--- config.mk ---
export PLATFORM = sky130hd
export DESIGN_NAME = spectrum_reader
export DESIGN_NICKNAME = d
export VERILOG_FILES = /design/src/rtl/spectrum_reader.sv
export SDC_FILE = /design/constraint.sdc
export NUM_CORES = 1
export LEC_CHECK = 0
export ABC_AREA = 1
export CELL_PAD_IN_SITES_DETAIL_PLACEMENT = 0
export CELL_PAD_IN_SITES_GLOBAL_PLACEMENT = 2
export CORE_MARGIN = 3
export CORE_UTILIZATION = 26
export CTS_CLUSTER_SIZE = 20
export DETAILED_ROUTE_END_ITERATION = 10
export PLACE_DENSITY = 0.88
export SLEW_MARGIN = 40
export SYNTH_ARGS = -nofsm -noshare
export SYNTH_HDL_FRONTEND = slang
export SYNTH_SLANG_ARGS = --single-unit
--- constraint.sdc ---
create_clock -name clk -period 1.7 [get_ports clk]
set_input_delay 0.255 -clock clk [delete_from_list [all_inputs] [get_ports clk]]
set_output_delay 0.255 -clock clk [all_outputs]
set_load 0.005 [all_outputs]
--- src/rtl/spectrum_reader.sv ---
// rtl/spectrum_reader.sv - scans the histogram RAM and streams its bins as a framed byte stream.
// Optional trailing 8-bit checksum byte is built when SPECTRUM_CSUM_EN is defined.
module spectrum_reader #(
    parameter int N      = 16,
    parameter int ADDR_W = 10,
    parameter int BINS   = 1024
) (
    input  logic              clk,
    input  logic              rst,
    input  logic              start,
    output logic              busy,
    output logic              done,
    output logic [ADDR_W-1:0] rd_addr,
    input  logic [N-1:0]      rd_data,
    output logic [7:0]        tx_data,
    output logic              tx_valid,
    input  logic              tx_ready
);

    localparam int                NB        = N / 8;
    localparam logic [2:0]        LAST_BYTE = 3'(NB - 1);
    localparam logic [ADDR_W-1:0] LAST_ADDR = ADDR_W'(BINS - 1);

    typedef enum logic [2:0] {
        IDLE,
        HDR0,
        HDR1,
        RD_WAIT,
        SEND,
`ifdef SPECTRUM_CSUM_EN
        CSUM,
`endif
        FIN
    } state_t;

    state_t         state, state_n;
    logic [N-1:0]   shreg;
    logic [2:0]     byte_idx;
    logic           wait_cnt;
    logic           hs;
    logic           last_byte;
`ifdef SPECTRUM_CSUM_EN
    logic [7:0]     csum;
`endif

    assign hs        = tx_valid && tx_ready;
    assign last_byte = (byte_idx == LAST_BYTE);

    // Outputs are decoded from registered state only, so tx_valid never sees tx_ready.
    always_comb begin
        state_n  = state;
        tx_valid = 1'b0;
        tx_data  = 8'h00;
        busy     = (state != IDLE) && (state != FIN);
        done     = 1'b0;
        case (state)
            IDLE: begin
                if (start) state_n = HDR0;
            end
            HDR0: begin
                tx_valid = 1'b1;
                tx_data  = 8'hA5;
                if (tx_ready) state_n = HDR1;
            end
            HDR1: begin
                tx_valid = 1'b1;
                tx_data  = 8'h5A;
                if (tx_ready) state_n = RD_WAIT;
            end
            RD_WAIT: begin
                if (wait_cnt) state_n = SEND;
            end
            SEND: begin
                tx_valid = 1'b1;
                tx_data  = shreg[N-1 -: 8];
                if (tx_ready && last_byte) begin
                    if (rd_addr == LAST_ADDR) begin
`ifdef SPECTRUM_CSUM_EN
                        state_n = CSUM;
`else
                        state_n = FIN;
`endif
                    end else begin
                        state_n = RD_WAIT;
                    end
                end
            end
`ifdef SPECTRUM_CSUM_EN
            CSUM: begin
                tx_valid = 1'b1;
                tx_data  = csum;
                if (tx_ready) state_n = FIN;
            end
`endif
            FIN: begin
                done    = 1'b1;
                state_n = IDLE;
            end
            default: state_n = IDLE;
        endcase
    end

    always_ff @(posedge clk) begin
        if (rst) begin
            state    <= IDLE;
            rd_addr  <= '0;
            shreg    <= '0;
            byte_idx <= '0;
            wait_cnt <= 1'b0;
`ifdef SPECTRUM_CSUM_EN
            csum     <= 8'h00;
`endif
        end else begin
            state <= state_n;
            case (state)
                IDLE: begin
                    if (start) begin
                        rd_addr  <= '0;
                        byte_idx <= '0;
                        wait_cnt <= 1'b0;
`ifdef SPECTRUM_CSUM_EN
                        csum     <= 8'h00;
`endif
                    end
                end
                // First wait cycle lets the RAM sample rd_addr, second captures its output.
                RD_WAIT: begin
                    wait_cnt <= ~wait_cnt;
                    if (wait_cnt) begin
                        shreg    <= rd_data;
                        byte_idx <= '0;
                    end
                end
                SEND: begin
                    if (hs) begin
                        shreg    <= shreg << 8;
                        byte_idx <= byte_idx + 3'd1;
`ifdef SPECTRUM_CSUM_EN
                        csum     <= csum + tx_data;
`endif
                        if (last_byte) begin
                            byte_idx <= '0;
                            if (rd_addr != LAST_ADDR) rd_addr <= rd_addr + ADDR_W'(1);
                        end
                    end
                end
                FIN: begin
                    rd_addr <= '0;
                end
                default: ;
            endcase
        end
    end

endmodule
==> results of run 1 <==
==> cells by family after synthesis <==
logic type / after synthesis / share of synthesized area, %
buffers and inverters: 36 / 7.98
adder cells (fa/ha/maj): 1 / 0.700
AND/OR/NAND/NOR: 154 / 38.7
XOR/XNOR: 1 / 0.490
flip-flops: 33 / 36.9
AO/OA/AOI/OAI: 51 / 15.2
==> registers in the layout, summed over array words and instances, names as in the netlist <==
| name | cells |
|---|---|
| wait_cnt | 1 |
| state | 3 |
| byte_idx | 3 |
| rd_addr | 10 |
| shreg | 16 |
==> routing by layer <==
layer  global-route usage [%]  vias up  share of wire (%)
met5                        0        -                  0
met4                     3.85        0               0.64
met3                     3.50        4                3.0
met2                     24.1       34                 50
met1                     17.8      878                 47
li1                         -     1042                  -
==> final timing paths <==
path	cells past startpoint	end	slack [ns]	startpoint
max	4	busy	-0.06	state[1]
min	2	shreg[0]	0.47	shreg[0]
min reg2reg	2	shreg[0]	0.47	shreg[0]
max reg2reg	10	shreg[13]	0.12	state[1]
==> cells in the final DEF (no fill, tap or decap), types with 2 or more instances in the layout <==
| cell type | synthesis | final |
|---|---|---|
| dfxtp_1 | 33 | 30 |
| dlymetal6s2s_1 | 0 | 8 |
| bufinv_16 | 0 | 2 |
| nand2_1 | 99 | 97 |
| nand2_2 | 2 | 3 |
| clkdlybuf4s50_1 | 0 | 30 |
| a31oi_1 | 8 | 8 |
| nand4_1 | 2 | 2 |
| o21ai_0 | 17 | 17 |
| a21oi_1 | 24 | 23 |
| nand3_2 | 0 | 3 |
| buf_6 | 0 | 2 |
| nor3b_1 | 2 | 2 |
| clkbuf_8 | 0 | 5 |
| nand3_1 | 20 | 18 |
| buf_4 | 2 | 26 |
| inv_4 | 0 | 4 |
| nor2_4 | 1 | 2 |
| nor3_1 | 3 | 2 |
| nand3_4 | 2 | 2 |
| buf_12 | 0 | 2 |
| inv_1 | 24 | 23 |
| nor2_1 | 18 | 16 |
| dfxtp_4 | 0 | 3 |
| nand2_4 | 1 | 2 |
| nor2_2 | 1 | 3 |
==> area by class of cell <==
cell class                      instances  area, um^2
Clock buffer                            5        68.8
Clock inverter                          3        65.1
Fill cell                             677        3760
Inverter                               27         116
Multi-Input combinational cell        209        1040
Sequential cell                        33         672
Tap cell                               77        96.3
Timing Repair Buffer                   70         672
Timing Repair inverter                  1        6.26
==> worst max-delay path: cells and delay by family, from the launching register on <==
| family | cells | cell delay, ns |
|---|---|---|
| flops | 1 | 0.36 |
| simple gates | 2 | 0.28 |
| buf+inv | 2 | 0.59 |
==> timing repair <==
action | in CTS | in global routing
buffers inserted | 9 | 3
setup endpoints to repair | 11 | 37
cloned | 1 | 2
resized for setup | 19 | 22
pin swaps | 1 | 5
==> power by group through the flow <==
stage	Combinational [W]	Sequential, W	Clock (W)
6_report	0.00142	0.000924	0.000885
4_1_cts	0.00134	0.000915	0.000905
5_1_grt	0.00157	0.000935	0.000929
3_5_place_dp	0.00127	0.000924	0
3_3_place_gp	0.00128	0.000923	0
2_1_floorplan	0.000618	0.000944	0
==> through the flow <==
stage                     util, %  hold WS (ns)
after floorplan                 -         0.415
after global placement       36.7         0.453
after detailed placement     36.7         0.462
after CTS                    40.4         0.474
after global routing         42.2         0.487
final                        42.2         0.472
==> results.md, run 1 <==
- Status: complete, but fails checks
- Failing checks: negative setup slack
- Worst Max-Slew Pin Slew: 0.342 ns
- Top cell type's share of synthesized area: 36.9%
- Io pins: between 40 and 50
- Post-route design area: 2740 um^2
- Total power draw: 0.00323 W
- Drt first-iter violations: a little over 70
- EDFF count, synth: 0
- Clock sink total: 33
- Setup slack after layout: -0.0638 ns
- Nature of the critical path endpoint: output pin
- DRC Markers: 0
- Gate power share: 44.0%
- HP Class: register to register
- Leakage: 1.26 nW
- Pwr dens: 1180 nW/um^2
- Largest net degree at the start of global routing: 21
- CTS H-tree lvls: 2
- Rel. slew slack: 77.1%
- Top cells by area, synth: dfxtp_1 37%, nand2_1 21%, a21oi_1 6.7%
- Clk pwr share: 27.4%
- Post-Place Worst Slack: around 0.02 ns
- Fin. max-slew vios: 0
- Vias per std cell: about 4.6
- Crit path DAT: 1.51 ns
- Vias in the first global route: 1918
- ANT cells: 0
- Post-DP HPWL: 3800 um
- Antenna-violating nets left: 0
- Routed len/inst: 12.8 um
- Die Y: 88.9 um
- # setup viols final: 1
- Register area share after synthesis: around 37%
- Post-route clock period utilization: 104%
- Layout cells sized above 1: between 10% and 20%
- Switching share of total power: 34.7%
- Mean post-synth cell area: ~6.5 um^2
- RSZ-0062 raised after global routing: yes
- Setup Total Neg Slack: -0.0638 ns
- Critical Path RT: 1.44 ns
- Clock latency on the worst-skew pair: 0.28 ns
- Initial Util: 27.5%
- Skew final: 0.00584 ns
- Initial antenna violation count: 0
- Internal power: 0.00211 W
- Post-Synthesis Cells: 276
- Synthesized area: 1790 um^2
- Crit-path slowest cell: clkdlybuf4s50_1
- Area after DPL: 2390 um^2
- CTS tree: yes
- Total CTS buffers: 5
- Routed Wire Length: 5460 um
- Register bit count reported by yosys: 33
- 1st-pass router iterations: 4
- PortBufs: 40
- Worst setup SP type: register
- Crit path cell chain: buf_4 -> nor3_2 -> nor2_1 -> clkdlybuf4s50_1
- FMAX: roughly 0.57 GHz
- Core Rows: 29
- Core box area: 6490 um^2
- Synth Warn #: 0
- CTS root buffer: clkbuf_8
- Die area: 7910 um^2
- Inst Count DP: 403
- First-pass GRT wire length: 8710 um
- Die width: roughly 89 um
- Max-cap violations: 0
- Hold_buf cts: 0
- Tot GR Track Use: 14.2%
- Flop pwr share: 28.6%
- Grt ovf: 0
- Final RePlAce weighted congestion: 0.770
- Count leader, synth: nand2_1
- Layout area overhead: 53.2%
- Final std cells w/o fill: between 400 and 500
- Commonest cells in the synthesized netlist: 99 x nand2_1, 33 x dfxtp_1, 24 x a21oi_1, 24 x inv_1, 20 x nand3_1
- Primary FF master, synth: dfxtp_1
- Psw: 0.00112 W
- Post-synthesis async set-or-reset flop share: 0%
- Clock buffer depth: 2
- # nets final: 368
- Period minus WS final: roughly 1.8 ns
- Vias: 1958
- Clock transition at path regs: 0.07 ns
- Crit path max fanout: 3
- Final hold vios: 0
- Yosys top cell by area: dfxtp_1
- Setup CP Type: register to output pin
- Yosys cell types: 27
- Slowest cell delay on critical path: between 0.4 and 0.5 ns
- Mapped Nets: around 300
- Peak supply drop: 0.666 mV
Note: power is estimated with default switching activity, not from simulation.
==> run 2, diff against run 1 <==
PLACE_DENSITY = 0.86   (was 0.88)
==> run 2 against run 1 <==
Effect of this change: the run now ends clean; non-clock buffer count is the same; critical path depth is 2 higher; clock skew is 0.0015 ns higher; via count up 0.72%; largest power group unchanged.
==> results.md, run 2 (synthesis gave the netlist of run 1 again) <==
- Vias per std cell: 4.67 (+1.4%)
- Area after DPL: 2400 um^2 (+0.52%)
- Antenna-violating nets left: 0 (unchanged)
- CTS H-tree lvls: 2 (unchanged)
- FF-to-FF End: rd_addr[3]
- Vias: 1972 (+0.72%)
- Core Rows: 29 (unchanged)
- Final RePlAce weighted congestion: 0.831 (+7.9%)
- Most frequent cells in the layout: 98 x nand2_1, 30 x dfxtp_1, 29 x clkdlybuf4s50_1
- Top Registers: shreg x16, rd_addr x10
- Io pins: 41 (unchanged)
- Die width: 88.9 um (unchanged)
- Crit path cell chain: inv_6 -> nand3_4 -> buf_4 -> buf_8 -> nand2_1 -> dlygate4sd2_1
- ANT cells: 0 (unchanged)
- 1st-pass router iterations: 5 (+1)
- Layout area overhead: 49.7%
- CTS root buffer: clkbuf_8
- # setup viols final: 0 (-1)
- Max reg flops: 16 (unchanged)
- Clock sink total: 33 (unchanged)
- Clock buffer depth: 2 (unchanged)
- Clock transition at path regs: 0.07 ns (about the same)
- Pwr dens: 1130 nW/um^2 (-4.2%)
- Crit path max fanout: 4 (+1)
- # nets final: 365 (-0.82%)
- Critical Path RT: 1.44 ns (about the same)
- FMAX: 0.608 GHz (+7.3%)
- Die area: 7910 um^2 (unchanged)
- Post-DP HPWL: 3860 um (+1.6%)
- Worst Max-Slew Pin Slew: 0.392 ns (+0.0497 ns)
- Most common cell after layout, fill and taps aside: nand2_1
- Total CTS buffers: 5 (unchanged)
- Die Y: 88.9 um (unchanged)
- Initial antenna violation count: 0 (unchanged)
- First-pass GRT wire length: 8380 um (-3.7%)
- Post-route clock period utilization: 96.7% (-7.1 points)
- PortBufs: 40 (unchanged)
- Clock latency on the worst-skew pair: 0.29 ns (about the same)
- Skew final: 0.00734 ns (+0.00150 ns)
- CP endpoint: tx_valid
- Setup Total Neg Slack: 0 ns (+0.0638 ns)
- Routed len/inst: 12.5 um (-3.1%)
- R2r worst-path depth: 10 (unchanged)
- Crit-path slowest cell: dfxtp_4
- Setup CP Type: register to output pin
- RR Startpoint: state[0]
- Worst setup SP type: register
- Vias in the first global route: 1787 (-6.8%)
- Grt ovf: 0 (unchanged)
- Crit path from: state[0]
- RSZ-0062 raised after global routing: no
- Routed Wire Length: 5260 um (-3.8%)
- Status: completed
- Rel. slew slack: 73.8% (-3.3 points)
- Crit path DAT: 1.39 ns (-0.12 ns)
- Peak supply drop: 0.662 mV (-0.55%)
- Leakage: 1.16 nW (-7.9%)
- Nature of the critical path endpoint: output pin
- Initial Util: 27.5% (unchanged)
- Largest net degree at the start of global routing: 21 (unchanged)
- Period minus WS final: 1.64 ns (-0.120 ns)
- HP Class: register to register
- Fin. max-slew vios: 0 (unchanged)
- Reg with most FFs: shreg
- Tot GR Track Use: 13.8% (-0.34 points)
- Flop2flop setup slack: 0.12 ns (about the same)
- DRC Markers: 0 (unchanged)
- CTS tree: yes
- Final hold vios: 0 (unchanged)
- Layout cells sized above 1: 17.7% (-1.6 points)
- Post-route design area: 2680 um^2 (-2.3%)
- Core box area: 6490 um^2 (unchanged)
- Max-cap violations: 0 (unchanged)
- Drt first-iter violations: 55 (-23%)
- Slowest cell delay on critical path: 0.37 ns (-0.08 ns)
-- run 2: routing by layer --
metal / track usage (%) / share of wire (%) / up-vias
met2: 22.3 / 48 / 41
li1: - / - / 1034
met5: 0 / 0 / -
met3: 3.13 / 3.1 / 7
met4: 6.46 / 2.0 / 0
met1: 17.5 / 47 / 890
-- run 2: power breakdown --
part           switching [W]  total [W]  internal (W)
combinational       0.000636    0.00117      0.000537
sequential          0.000104   0.000963      0.000859
clock               0.000304   0.000887      0.000583
total                0.00104    0.00302       0.00198
-- run 2: worst min path at each step --
stage,endpoint,cells past startpoint,slack [ns],from
floorplan,shreg[15],2,0.42,rd_data[15]
global placement,shreg[5],2,0.45,shreg[5]
detailed placement,shreg[5],2,0.46,shreg[5]
CTS,shreg[2],2,0.47,shreg[2]
global route,shreg[2],2,0.49,shreg[2]
finish,shreg[2],2,0.47,shreg[2]
-- run 2: per-stage QoR --
stage | setup WS, ns | utilization [%] | std cells | power [W] | hold slack [ns]
2_1_floorplan | 0.293 | - | 276 | 0.00156 | 0.415
3_3_place_gp | 0.0208 | 36.9 | 403 | 0.00214 | 0.451
3_5_place_dp | 0.0338 | 36.9 | 403 | 0.00213 | 0.459
4_1_cts | -0.0527 | 39.8 | 415 | 0.00300 | 0.470
5_1_grt | 0.00307 | 41.2 | 422 | 0.00323 | 0.495
6_report | 0.0561 | 41.2 | 422 | 0.00302 | 0.465
-- run 2: repair_timing --
item / 4_1_cts / 5_1_grt
gates resized for setup: 23 / 17
setup endpoints to repair: 11 / 33
setup buffers: 4 / 8
pin swaps: 0 / 2
hold buffers: 0 / 0
-- run 2: area by class of cell --
class	count	area (um^2)
flip-flops and latches	33	672
clock inverters	3	65.1
well taps	77	96.3
repair buffers	70	644
fillers	682	3820
clock buffers	5	68.8
inverters	27	116
multi-input cells	207	1010
-- run 2: worst max-delay path: cells and delay by family (launching register included) --
kind	cells	cell delay, ns
buf+inv	4	0.57
flops	1	0.37
simple gates	2	0.16
==> run 3, diff against run 2 <==
GPL_TIMING_DRIVEN = 0   (was default)
PLACE_DENSITY = default   (was 0.86)
PLACE_DENSITY_LB_ADDON = 0.08   (was default)
==> run 3 against run 2 <==
Effect of this change: count of clock-buffer cells in the layout rose by 2; sequential share of layout area rose by 0.83 points; highest routed layer unchanged; wire length rose by 7.8%; design area fell by 2.5%; register-to-register slack improved by 0.04 ns; fmax rose by 0.12%; global-route usage rose by 1.8 points; non-clock buffer count fell by 7.
==> results.md, run 3 (synthesis gave the netlist of run 1 again) <==
- Status: completed
- Critical Path RT: 1.44 ns (about the same)
- Hold_buf cts: 0 (unchanged)
- Reg with most FFs: shreg
- Worst Max-Slew Pin Slew: 0.643 ns (+0.251 ns)
- Drt first-iter violations: 99 (+80%)
- Post-route design area: 2610 um^2 (-2.5%)
- Post-DP HPWL: 4000 um (+3.5%)
- Filler cell count: 717 (+5.1%)
- Total CTS buffers: 5 (unchanged)
- Flop2flop setup slack: 0.16 ns (+0.04 ns)
- Largest net degree at the start of global routing: 11 (-48%)
- Clk pwr share: 26.2% (-3.1 points)
- Internal power: 0.00190 W (-3.8%)
- Multi-input gate area: 1040 um^2 (+2.8%)
- Routed Wire Length: 5670 um (+7.8%)
- Max reg flops: 16 (unchanged)
- Final hold vios: 0 (unchanged)
- DRC Markers: 0 (unchanged)
- Worst setup SP type: register
- Crit path from: state[1]
- Post-route clock period utilization: 96.6% (-0.12 points)
- CTS H-tree lvls: 2 (unchanged)
- Skew final: 0.00398 ns (-0.00336 ns)
- Clock transition at path regs: 0.07 ns (about the same)
- 1st-pass router iterations: 4 (-1)
- Die width: 88.9 um (unchanged)
- Tot GR Track Use: 15.6% (+1.8 points)
- PortBufs: 40 (unchanged)
- Die area: 7910 um^2 (unchanged)
- Most common cell after layout, fill and taps aside: nand2_1
- Initial antenna violation count: 0 (unchanged)
- RR Startpoint: state[0]
- Switching share of total power: 36.7% (+2.2 points)
- Peak supply drop: 0.966 mV (+46%)
- Clock latency on the worst-skew pair: 0.29 ns (about the same)
- Antenna-violating nets left: 0 (unchanged)
- Total power draw: 0.00301 W (-0.48%)
- Routed len/inst: 13.6 um (+9.4%)
- Crit path DAT: 1.39 ns (about the same)
- Initial Util: 27.5% (unchanged)
- Gate power share: 42.1% (+3.3 points)
- Setup Total Neg Slack: 0 ns (unchanged)
- Pwr dens: 1150 nW/um^2 (+2.0%)
- Clock sink total: 33 (unchanged)
- HP Class: register to register
- # setup viols final: 0 (unchanged)
- Grt ovf: 0 (unchanged)
- Max-cap violations: 0 (unchanged)
- Psw: 0.00110 W (+5.7%)
- Layout cells sized above 1: 17.4% (-0.28 points)
- CTS tree: yes
- First-pass GRT wire length: 9220 um (+10%)
- CTS root buffer: clkbuf_8
- Core Rows: 29 (unchanged)
- Io pins: 41 (unchanged)
- Hold path startpoint: shreg[3]
- Vias per std cell: 4.63 (-0.98%)
- Fin. max-slew vios: 0 (unchanged)
- WHS Path Cells: 2 (unchanged)
- Core box area: 6490 um^2 (unchanged)
- Crit path max fanout: 10 (+6)
- Nature of the critical path endpoint: output pin
- Final RePlAce weighted congestion: 0.776 (-6.7%)
- Post-Place Worst Slack: -0.493 ns (-0.527 ns)
- # nets final: 359 (-1.6%)
- Flop pwr share: 31.7% (-0.2 points)
- FMAX: 0.609 GHz (+0.12%)
- Clock buffer depth: 2 (unchanged)
- R2r worst-path depth: 9 (-1)
- Rel. slew slack: 57.1% (-17 points)
- Period minus WS final: 1.64 ns (-0.00198 ns)
- Reg area: 677 um^2 (+0.74%)
- Area after DPL: 2280 um^2 (-4.7%)
- Leakage: 1.06 nW (-8.5%)
- Setup slack after layout: 0.0581 ns (+0.00198 ns)
- Vias in the first global route: 1863 (+4.3%)
- ANT cells: 0 (unchanged)
- Top Registers: shreg x16, rd_addr x10
- Die Y: 88.9 um (unchanged)
- Setup CP Type: register to output pin
- Most frequent cells in the layout: 98 x nand2_1, 29 x clkdlybuf4s50_1, 28 x dfxtp_1
- RSZ-0062 raised after global routing: yes
- Layout area overhead: 46.0%
- Vias: 1925 (-2.4%)
## run 3: cell count changes in the layout (fill, tap and decap cells not counted), sizes merged
| cell | delta |
|---|---|
| clkdlybuf4s15 | +4 |
| nor2 | +1 |
| clkbuf | +10 |
| clkinv | -1 |
| buf | -13 |
| bufinv | -1 |
| dlygate4sd2 | -4 |
| dlymetal6s2s | -2 |
## run 3: final timing paths
path,end
max,tx_valid
min,shreg[3]
max reg2reg,byte_idx[0]
min reg2reg,shreg[3]
## run 3: repair_timing
item,CTS,global route
setup endpoints to repair,13,32
setup buffers,12,3
cloned,0,1
gates resized for setup,36,22
pin swaps,2,4
## run 3: power groups by stage
stage	registers [W]	clock network [W]	logic, W
final	0.000953	0.000788	0.00127
after global routing	0.000966	0.000845	0.00143
after CTS	0.000953	0.000811	0.00122
after detailed placement	0.000966	0	0.00114
after global placement	0.000964	0	0.00115
after floorplan	0.000944	0	0.000618
## run 3: through the flow
| step | utilization [%] | hold slack (ns) | cells |
|---|---|---|---|
| CTS | 39.4 | 0.468 | 412 |
| global route | 40.2 | 0.499 | 416 |
| finish | 40.2 | 0.464 | 416 |
| floorplan | - | 0.415 | 276 |
| detailed placement | 35.2 | 0.457 | 393 |
| global placement | 35.2 | 0.455 | 393 |
## run 3: layout make-up
cell class	instances	share of cell area (%)
Buffer	9	2.73
Clock buffer	7	3.31
Clock inverter	1	1.15
Inverter	27	4.27
Multi-Input combinational cell	208	39.9
Sequential cell	33	25.9
Tap cell	77	3.69
Timing Repair Buffer	54	19.0
## run 3: layer usage
metal	track usage [%]	routed length (um)	up-vias
met5	0	0	-
met4	5.77	102	0
met3	3.41	218	10
met2	23.2	2410	35
met1	22.0	2930	852
li1	-	-	1028
## run 3: critical path, cell delays in order, from the launching register on
cell,delay (ns)
dfxtp_4,0.37
inv_4,0.07
nand3_4,0.09
buf_4,0.16
buf_6,0.14
nand2_1,0.06
clkdlybuf4s15_2,0.19
